<file path="src/rtl/pipe_lsu_pkg.sv">
// Shared types and constants for the MEM-stage load/store unit.
package pipe_lsu_pkg;

    typedef enum logic [1:0] {
        IDLE = 2'd0,
        BUS  = 2'd1,
        DONE = 2'd2
    } lsu_state_t;

    localparam logic [1:0] SZ_WORD = 2'b00;
    localparam logic [1:0] SZ_HALF = 2'b01;
    localparam logic [1:0] SZ_BYTE = 2'b10;

    // Size code 2'b11 is not a real size; it behaves as a word access.
    function automatic logic [1:0] eff_size(input logic [1:0] sz);
        return (sz == 2'b11) ? SZ_WORD : sz;
    endfunction

endpackage

</file>
<file path="src/rtl/pipe_lsu_if.sv">
// MEM-stage controls and word-wide data bus of pipe_lsu, grouped as one interface.
interface pipe_lsu_if #(parameter int AW = 32);
    logic          mwmem;
    logic          mrmem;
    logic [AW-1:0] malu;
    logic [31:0]   mb;
    logic [1:0]    msize;
    logic          msext;
    logic [31:0]   mmo;
    logic          mstall;
    logic          mexc;
    // Bus handshake: breq stays high with baddr/bwe/bbe/bwdata held stable until
    // a single-cycle back; brdata is sampled with back on reads; back is ignored
    // whenever breq is low, and breq is low for at least one cycle after each back.
    logic          breq;
    logic          bwe;
    logic [AW-3:0] baddr;
    logic [3:0]    bbe;
    logic [31:0]   bwdata;
    logic          back;
    logic [31:0]   brdata;

    modport master (
        input  mwmem, mrmem, malu, mb, msize, msext, back, brdata,
        output mmo, mstall, mexc, breq, bwe, baddr, bbe, bwdata
    );

    modport slave (
        output mwmem, mrmem, malu, mb, msize, msext, back, brdata,
        input  mmo, mstall, mexc, breq, bwe, baddr, bbe, bwdata
    );
endinterface

</file>
<file path="src/rtl/pipe_lsu_align.sv">
// Lane steering for pipe_lsu: store replication/byte enables and load extract/extend.
// Sub-word handling exists only when PIPE_LSU_SUBWORD_EN is defined.
module pipe_lsu_align
    import pipe_lsu_pkg::*;
(
    input  logic [1:0]  st_off,
    input  logic [1:0]  st_size,
    input  logic [31:0] st_mb,
    output logic [3:0]  st_bbe,
    output logic [31:0] st_wdata,
    output logic        st_misal,
    input  logic [1:0]  ld_off,
    input  logic [1:0]  ld_size,
    input  logic        ld_sext,
    input  logic [31:0] ld_raw,
    output logic [31:0] ld_data
);
`ifdef PIPE_LSU_SUBWORD_EN
    logic [31:0] ld_sh;

    always_comb begin
        st_bbe   = 4'b1111;
        st_wdata = st_mb;
        st_misal = (st_off != 2'b00);
        case (eff_size(st_size))
            SZ_BYTE: begin
                st_bbe   = 4'b0001 << st_off;
                st_wdata = {4{st_mb[7:0]}};
                st_misal = 1'b0;
            end
            SZ_HALF: begin
                st_bbe   = st_off[1] ? 4'b1100 : 4'b0011;
                st_wdata = {2{st_mb[15:0]}};
                st_misal = st_off[0];
            end
            default: ;
        endcase
    end

    // Loads are always naturally aligned here, so a byte-granular shift also serves halves.
    always_comb begin
        ld_sh   = ld_raw >> {ld_off, 3'b000};
        ld_data = ld_raw;
        case (eff_size(ld_size))
            SZ_BYTE: ld_data = {{24{ld_sext & ld_sh[7]}}, ld_sh[7:0]};
            SZ_HALF: ld_data = {{16{ld_sext & ld_sh[15]}}, ld_sh[15:0]};
            default: ;
        endcase
    end
`else
    logic unused_subword;

    assign st_bbe         = 4'b1111;
    assign st_wdata       = st_mb;
    assign st_misal       = (st_off != 2'b00);
    assign ld_data        = ld_raw;
    assign unused_subword = ^{st_size, ld_off, ld_size, ld_sext};
`endif
endmodule

</file>
<file path="src/rtl/pipe_lsu.sv">
// MEM-stage load/store unit: request/acknowledge bus master that stalls the pipeline.
// Sub-word accesses are enabled by defining PIPE_LSU_SUBWORD_EN.
module pipe_lsu
    import pipe_lsu_pkg::*;
#(
    parameter int AW = 32
) (
    input  logic        clk,
    input  logic        rst,
    pipe_lsu_if.master  bus,
    output lsu_state_t  dbg_state
);
    lsu_state_t    state_q, state_d;
    logic [AW-3:0] baddr_q, baddr_d;
    logic          bwe_q, bwe_d;
    logic [3:0]    bbe_q, bbe_d;
    logic [31:0]   bwdata_q, bwdata_d;
    logic [1:0]    off_q, off_d;
    logic [1:0]    size_q, size_d;
    logic          sext_q, sext_d;
    logic [31:0]   mmo_q, mmo_d;

    logic          mstall, mexc, mmo_zero;
    logic          access, is_load;
    logic [3:0]    st_bbe;
    logic [31:0]   st_wdata, ld_data;
    logic          st_misal;

    assign access  = bus.mwmem | bus.mrmem;
    assign is_load = bus.mrmem & ~bus.mwmem;

    pipe_lsu_align u_align (
        .st_off   (bus.malu[1:0]),
        .st_size  (bus.msize),
        .st_mb    (bus.mb),
        .st_bbe   (st_bbe),
        .st_wdata (st_wdata),
        .st_misal (st_misal),
        .ld_off   (off_q),
        .ld_size  (size_q),
        .ld_sext  (sext_q),
        .ld_raw   (bus.brdata),
        .ld_data  (ld_data)
    );

    always_ff @(posedge clk or posedge rst) begin
        if (rst) begin
            state_q  <= IDLE;
            baddr_q  <= '0;
            bwe_q    <= 1'b0;
            bbe_q    <= 4'b0000;
            bwdata_q <= '0;
            off_q    <= 2'b00;
            size_q   <= SZ_WORD;
            sext_q   <= 1'b0;
            mmo_q    <= '0;
        end else begin
            state_q  <= state_d;
            baddr_q  <= baddr_d;
            bwe_q    <= bwe_d;
            bbe_q    <= bbe_d;
            bwdata_q <= bwdata_d;
            off_q    <= off_d;
            size_q   <= size_d;
            sext_q   <= sext_d;
            mmo_q    <= mmo_d;
        end
    end

    always_comb begin
        state_d  = state_q;
        baddr_d  = baddr_q;
        bwe_d    = bwe_q;
        bbe_d    = bbe_q;
        bwdata_d = bwdata_q;
        off_d    = off_q;
        size_d   = size_q;
        sext_d   = sext_q;
        mmo_d    = mmo_q;
        mstall   = 1'b0;
        mexc     = 1'b0;
        mmo_zero = 1'b0;
        case (state_q)
            IDLE: begin
                if (access) begin
                    if (st_misal) begin
                        // The faulting load retires this very cycle, so zero must show now and persist.
                        mexc = 1'b1;
                        if (is_load) begin
                            mmo_zero = 1'b1;
                            mmo_d    = '0;
                        end
                    end else begin
                        mstall   = 1'b1;
                        baddr_d  = bus.malu[AW-1:2];
                        bwe_d    = bus.mwmem;
                        bbe_d    = st_bbe;
                        bwdata_d = st_wdata;
                        off_d    = bus.malu[1:0];
                        size_d   = bus.msize;
                        sext_d   = bus.msext;
                        state_d  = BUS;
                    end
                end
            end
            BUS: begin
                mstall = 1'b1;
                if (bus.back) begin
                    if (!bwe_q) mmo_d = ld_data;
                    state_d = DONE;
                end
            end
            DONE:    state_d = IDLE;
            default: state_d = IDLE;
        endcase
    end

    assign bus.breq   = (state_q == BUS);
    assign bus.bwe    = bwe_q;
    assign bus.baddr  = baddr_q;
    assign bus.bbe    = bbe_q;
    assign bus.bwdata = bwdata_q;
    assign bus.mstall = mstall;
    assign bus.mexc   = mexc;
    assign bus.mmo    = mmo_zero ? 32'h0 : mmo_q;
    assign dbg_state  = state_q;
endmodule

</file>
<file path="src/flat_wrapper.sv">
// flat-port wrapper written by rule: the top's interface ports become plain ports
module pipe_lsu_flat import pipe_lsu_pkg::*;
#(
    parameter int AW = 32
)
  (clk, rst, dbg_state, bus_mwmem, bus_mrmem, bus_malu, bus_mb, bus_msize, bus_msext, bus_back, bus_brdata, bus_mmo, bus_mstall, bus_mexc, bus_breq, bus_bwe, bus_baddr, bus_bbe, bus_bwdata);
  pipe_lsu_if #(.AW(AW)) bus_i ();
  input  logic clk;
  input  logic rst;
  output lsu_state_t dbg_state;
  input wire logic [$bits(bus_i.mwmem)-1:0] bus_mwmem;
  input wire logic [$bits(bus_i.mrmem)-1:0] bus_mrmem;
  input wire logic [$bits(bus_i.malu)-1:0] bus_malu;
  input wire logic [$bits(bus_i.mb)-1:0] bus_mb;
  input wire logic [$bits(bus_i.msize)-1:0] bus_msize;
  input wire logic [$bits(bus_i.msext)-1:0] bus_msext;
  input wire logic [$bits(bus_i.back)-1:0] bus_back;
  input wire logic [$bits(bus_i.brdata)-1:0] bus_brdata;
  output wire logic [$bits(bus_i.mmo)-1:0] bus_mmo;
  output wire logic [$bits(bus_i.mstall)-1:0] bus_mstall;
  output wire logic [$bits(bus_i.mexc)-1:0] bus_mexc;
  output wire logic [$bits(bus_i.breq)-1:0] bus_breq;
  output wire logic [$bits(bus_i.bwe)-1:0] bus_bwe;
  output wire logic [$bits(bus_i.baddr)-1:0] bus_baddr;
  output wire logic [$bits(bus_i.bbe)-1:0] bus_bbe;
  output wire logic [$bits(bus_i.bwdata)-1:0] bus_bwdata;
  assign bus_i.mwmem = bus_mwmem;
  assign bus_i.mrmem = bus_mrmem;
  assign bus_i.malu = bus_malu;
  assign bus_i.mb = bus_mb;
  assign bus_i.msize = bus_msize;
  assign bus_i.msext = bus_msext;
  assign bus_i.back = bus_back;
  assign bus_i.brdata = bus_brdata;
  assign bus_mmo = bus_i.mmo;
  assign bus_mstall = bus_i.mstall;
  assign bus_mexc = bus_i.mexc;
  assign bus_breq = bus_i.breq;
  assign bus_bwe = bus_i.bwe;
  assign bus_baddr = bus_i.baddr;
  assign bus_bbe = bus_i.bbe;
  assign bus_bwdata = bus_i.bwdata;
  pipe_lsu #(.AW(AW)) u_core (.clk(clk), .rst(rst), .bus(bus_i), .dbg_state(dbg_state));
endmodule
</file>
<file path="config.mk">
export PLATFORM = sky130hd
export DESIGN_NAME = pipe_lsu_flat
export DESIGN_NICKNAME = d
export VERILOG_FILES = /design/src/rtl/pipe_lsu_pkg.sv /design/src/rtl/pipe_lsu_if.sv /design/src/rtl/pipe_lsu_align.sv /design/src/rtl/pipe_lsu.sv /design/src/flat_wrapper.sv
export SDC_FILE = /design/constraint.sdc
export NUM_CORES = 1
export LEC_CHECK = 0
export CAP_MARGIN = 20
export CELL_PAD_IN_SITES_DETAIL_PLACEMENT = 1
export CELL_PAD_IN_SITES_GLOBAL_PLACEMENT = 2
export CORE_ASPECT_RATIO = 1.1
export CORE_UTILIZATION = 26
export DETAILED_ROUTE_END_ITERATION = 10
export HOLD_SLACK_MARGIN = 0.15
export MAX_ROUTING_LAYER = met4
export PLACE_DENSITY_LB_ADDON = 0.05
export SETUP_SLACK_MARGIN = 0.15
export SYNTH_ARGS = -nofsm -noshare
export SYNTH_HDL_FRONTEND = slang
export SYNTH_SLANG_ARGS = --single-unit
</file>
<file path="constraint.sdc">
create_clock -name clk -period 4.35 [get_ports clk]
set_input_delay 0.87 -clock clk [delete_from_list [all_inputs] [get_ports clk]]
set_output_delay 0.87 -clock clk [all_outputs]
set_load 0.1 [all_outputs]
</file>
After elaboration in Yosys (flattened, before gate mapping)
Cells that the tools add are included.
W data, S select, Z words.
{ "word_totals": {"register_bits": 98, "inputBits": 104, "output_inout_bits": 104, "word_cells": 44} }
{ "classes": {"n_eq_ne": 7, "n_mux": 21, "n_bitwise": 4, "reduce_logical": 6} }
{ "op_table": {"columns": ["cell", "n"], "rows": [
  ["$mux W32", 6],
  ["$pmux W32 S2", 1],
  ["$mux W1", 9],
  ["$mux W2", 3],
  ["$ne A2 B1 Y1 const B", 3],
  ["$ne A2 B2 Y1 const B", 3],
  ["$reduce_and A3 Y1", 2],
  ["$reduce_and A6 Y1", 1],
  ["$pmux W2 S2", 1],
  ["$reduce_bool A2 Y1", 2],
  ["$eq A2 B1 Y1 const B", 1],
  ["$logic_not A2 Y1", 1],
  ["$not A1 Y1", 2],
  ["$pmux W1 S2", 1],
  ["$and A1 B1 Y1", 1],
  ["$or A1 B1 Y1", 1]
]} }

Logic depth before layout (Yosys ltp)
{ "depth": {"ltp_word": 7, "mapped_depth": 5, "mapped_depth_nobuf": 3} }

Cells and area by module
From an unflattened synthesis, not the netlist that was laid out.
{ "unflattened": {"hier_cells": 411, "hier_area_um2": 4840.9} }
{ "modules_own_cells": {"columns": ["module", "instances", "cells_each", "area_each_um2", "seq_area_each_um2"], "rows": [
  ["pipe_lsu", 1, 341, 4320.4, 2652.5],
  ["pipe_lsu_align", 1, 70, 520.5, 0.0]
]} }

Worst setup path before layout
No wires, ideal clock.
{ "synth_path": {"kind": "reg2out", "start": "register u_core.state_q[0] (netlist: u_core.dbg_state[0])", "end": "output port bus_mexc", "arrival_time_ps": 3489, "t_required_ps": 3480, "path_slack_ps": -9, "path_stages_with_launch": 5, "path_buffers": 2, "cell_sequence": "dfrtp_1 or2_1 buf_2 clkbuf_1 nor3_1"} }
{ "synth_via": {"elab_chain_len": 2} }
{ "synth_lines": {"columns": ["element", "line", "text"], "rows": [
  ["from (decl)", "pipe_lsu.sv:13", "lsu_state_t state_q, state_d;"],
  ["from (signal assigned)", "pipe_lsu.sv:58", "state_q <= state_d;"],
  ["$logic_not A2 Y1", "pipe_lsu.sv:83", "case (state_q)"],
  ["$mux W1", "pipe_lsu.sv:83", null],
  ["to (decl)", "flat_wrapper.sv:21", "output wire logic [$bits(bus_i.mexc)-1:0] bus_mexc;"]
]} }
No other way between the ends.

Worst setup path in the final report
{ "layout_path": {"start": "input port bus_mwmem", "end": "output port bus_mmo[1]"} }
{ "layout_via": {"elab_chain_len": 7, "elab_cells_between_ends": 8, "classes_between": "mux: 5; bitwise: 3"} }
{ "layout_lines": {"columns": ["element", "line", "text"], "rows": [
  ["from (decl)", "flat_wrapper.sv:11", "input wire logic [$bits(bus_i.mwmem)-1:0] bus_mwmem;"],
  ["$not A1 Y1", "pipe_lsu.sv:30", "assign is_load = bus.mrmem & ~bus.mwmem;"],
  ["$and A1 B1 Y1", "pipe_lsu.sv:30", null],
  ["$mux W1", "pipe_lsu.sv:89", "if (is_load) begin"],
  ["$mux W1", "pipe_lsu.sv:86", "if (st_misal) begin"],
  ["$mux W1 *", "pipe_lsu.sv:85", "if (access) begin"],
  ["$mux W1 *", "pipe_lsu.sv:83", null],
  ["$mux W32 *", "pipe_lsu.sv:125", "assign bus.mmo = mmo_zero ? 32'h0 : mmo_q;"],
  ["to (decl)", "flat_wrapper.sv:19", "output wire logic [$bits(bus_i.mmo)-1:0] bus_mmo;"]
]} }
Mark *: on every way between the ends. The rest lies on a longest branch, timed or not.

==> summary.md <==
| Metric | Value |
|---|---|
| Yosys top cell by area | `dfrtp_1` |
| Nets | `669` |
| Least-Margin Pin Slew | `1044 ps` |
| Register area share after synthesis | `51.65%` |
| Final HPWL DP | `9.946 mm` |
| Leakage | `between 0.003 and 0.004 uW` |
| Postcts setup bufs | `0` |
| Vias in the first global route | `3862` |
| Placed cell areas | `slightly above 7000 um^2` |
| H-tree Lvls | `3` |
| Final setup fails | `0` |
| Slew Viols, Final | `0` |
| Chip height | `143.7 um` |
| Peak VDD IR | `between 0.5 and 0.6 mV` |
| CP peak stage delay | `500 ps` |
| CTS Root Cell | `clkbuf_16` |
| CTS Buf Count | `9` |
| Register bit count reported by yosys | `around 100` |
| Area delta synth->final | `60.34%` |
| Status | `finished clean` |
| CTS tree | `done` |
| WP data required | `roughly 3500 ps` |
| Total gr overflow | `0` |
| Final hold vios | `0` |
| Hold WC Path Type | `flip-flop to flip-flop` |
| CP cell instances | `clkdlybuf4s50_1, nand2b_1, or3_4, and2_1, buf_12` |
| I/O Buffers | `204` |
| Distinct cells, synth | `28` |
| Synth Net Count | `between 400 and 500` |
| Clk_skew | `7.993 ps` |
| Routed WL | `roughly 15 mm` |
| Max-slew headroom | `30.20%` |
| Final ANT Viol Nets | `0` |
| Layout cells sized above 1 | `22.28%` |
| Max-Cap Viols | `0` |
| Largest cells by area after synthesis | `dfrtp_1 (52%), mux2_4 (19%), o311ai_0 (5.7%), o211ai_1 (5.1%), and2_1 (4.3%)` |
| Crit path arrival time | `between 2000 and 3000 ps` |
| Synth Area per Inst | `around 13 um^2` |
| Ys flop type | `dfrtp_1` |
| Crit-path slowest cell | `or3_4` |
| Mapped Cells | `376` |
| DRC violation count after routing | `0` |
| Initial antenna violation count | `1` |
| Die area | `18810 um^2` |
| Die Wd | `between 100 and 150 um` |
| Post-route design area | `approximately 7600 um^2` |
| Largest net degree at the start of global routing | `64` |
| Startpoint Class | `input port` |
| Commonest non-fill, non-tap cell in the layout | `clkdlybuf4s50_1` |
| R2r setup slk | `1960 ps` |
| Unrepaired setup endpoints after global routing | `false` |
| Fmax | `296.7 MHz` |
| Crit end category | `primary output` |
| Post-Layout Cell Count | `809` |
| Total power | `around 6400 uW` |
| Initial drt markers | `102` |
| Number of gates resized after CTS | `0` |
| Setup TNS | `0 ps` |
| WL per Instance | `about 18 um` |
| First-pass GRT wire length | `22.68 mm` |
| Commonest non-fill, non-tap cells in the layout | `clkdlybuf4s50_1 (170), dfrtp_1 (98), mux2_4 (60)` |
| Gpl congestion | `0.6764` |
| GRT Total Usage | `between 10% and 20%` |
| Pwr dens | `845.0 nW/um^2` |
| Post-synth EDFFs | `0` |
| Worst-path clk slew | `70 ps` |
| Clock sinks | `98` |
| Post-CTS Hold Buffers | `0` |
| Vias post-DR | `3637` |
| Cell row count | `51` |
| Skew-Pair Late Insertion Delay | `~340 ps` |
| Final Cycle Share | `77.48%` |
| Initial Util | `26.67%` |
| Core area | `17800 um^2` |
| Max clock buf depth | `2` |
| DP Cell Count | `792` |
| YS warnings | `0` |
| First-pass iteration count of the detailed router | `4` |
| Crit-path max FO | `32` |
| DR vias/cell | `4.496` |
| I/O pin cnt | `208` |
| Synth Cell Area | `4748 um^2` |
| Final core occ | `42.76%` |
| Post-synth top area share | `51.65%` |
| CP Class | `input port to primary output` |
| Post-route minimum period | `3370 ps` |
| FFs w/ async S/R, synth | `100.0%` |
## final timing paths
check	start	depth (start not counted)	endpoint
min reg2reg	u_core.bus.bwdata[6]	1	u_core.bus.bwdata[6]
max reg2reg	u_core.dbg_state[0]	4	u_core.bus.baddr[28]
max in group asynchronous	rst	3	u_core.bus.baddr[23]
min in group asynchronous	rst	2	u_core.bus.bwdata[26]
max	bus_mwmem	5	bus_mmo[1]
min	u_core.bus.bwdata[6]	1	u_core.bus.bwdata[6]
## critical path, delay by kind of cell
kind                   cells  cell delay (ps)
buffers and inverters      2              650
AND/OR/NAND/NOR            3              960
## layout make-up
type / count / area, um^2
fill: 1865 / 10190
timing repair buffer: 211 / 2455
sequential: 98 / 2452
multi-input combinational: 211 / 1941
tap: 238 / 297.8
clock buffer: 10 / 239.0
inverter: 34 / 130.1
clock inverter: 6 / 96.34
antenna: 1 / 2.502
## registers in the layout (all words and copies together), names as in the netlist
register and count:
u_core.bus.bwdata 32, u_core.bus.bbe 1, u_core.mmo_q 32, u_core.bus.bwe 1, u_core.bus.baddr 30, u_core.dbg_state 2
## layer usage
layer	share of wire (%)	track usage (%)
met3	7.1	4.468
met2	47	25.26
met5	0	-
met1	45	21.61
met4	0.78	3.993
## cells in the mapped netlist, drive strengths merged (2+ instances only)
master and number:
buf 14, o311ai 32, inv 34, nand2 34
nor3 2, mux2 62, o21ai 2, and2 33
clkbuf 19, dfrtp 98, o211ai 32, nand2b 2
nor2 2
## logic make-up (layout without fill, tap and decap cells)
kind of cell           count (synthesis)  after routing  synth area share [%]
AND/OR/NAND/NOR                       81             81                 9.144
flip-flops                            98             98                 51.65
other                                  0              1                     0
multiplexers                          62             62                 19.45
buffers and inverters                 67            261                 8.248
AO/OA/AOI/OAI                         68             68                 11.52
## report_power, final
group	leakage (uW)	switching (uW)	internal, uW
combinational	0.00182	2830	1280
sequential	0.00117	199	1220
clock	0.000161	375	528
total	0.00315	3400	3030
## stage by stage
| stage | hold WS (ps) | setup slack (ps) |
|---|---|---|
| after floorplan | 530.5 | 845.9 |
| after global placement | 491.0 | 949.2 |
| after detailed placement | 492.3 | 952.8 |
| after CTS | 515.5 | 948.2 |
| after global routing | 524.1 | 860.6 |
| final | 510.2 | 979.5 |
Power figures use the tool's default switching activity.
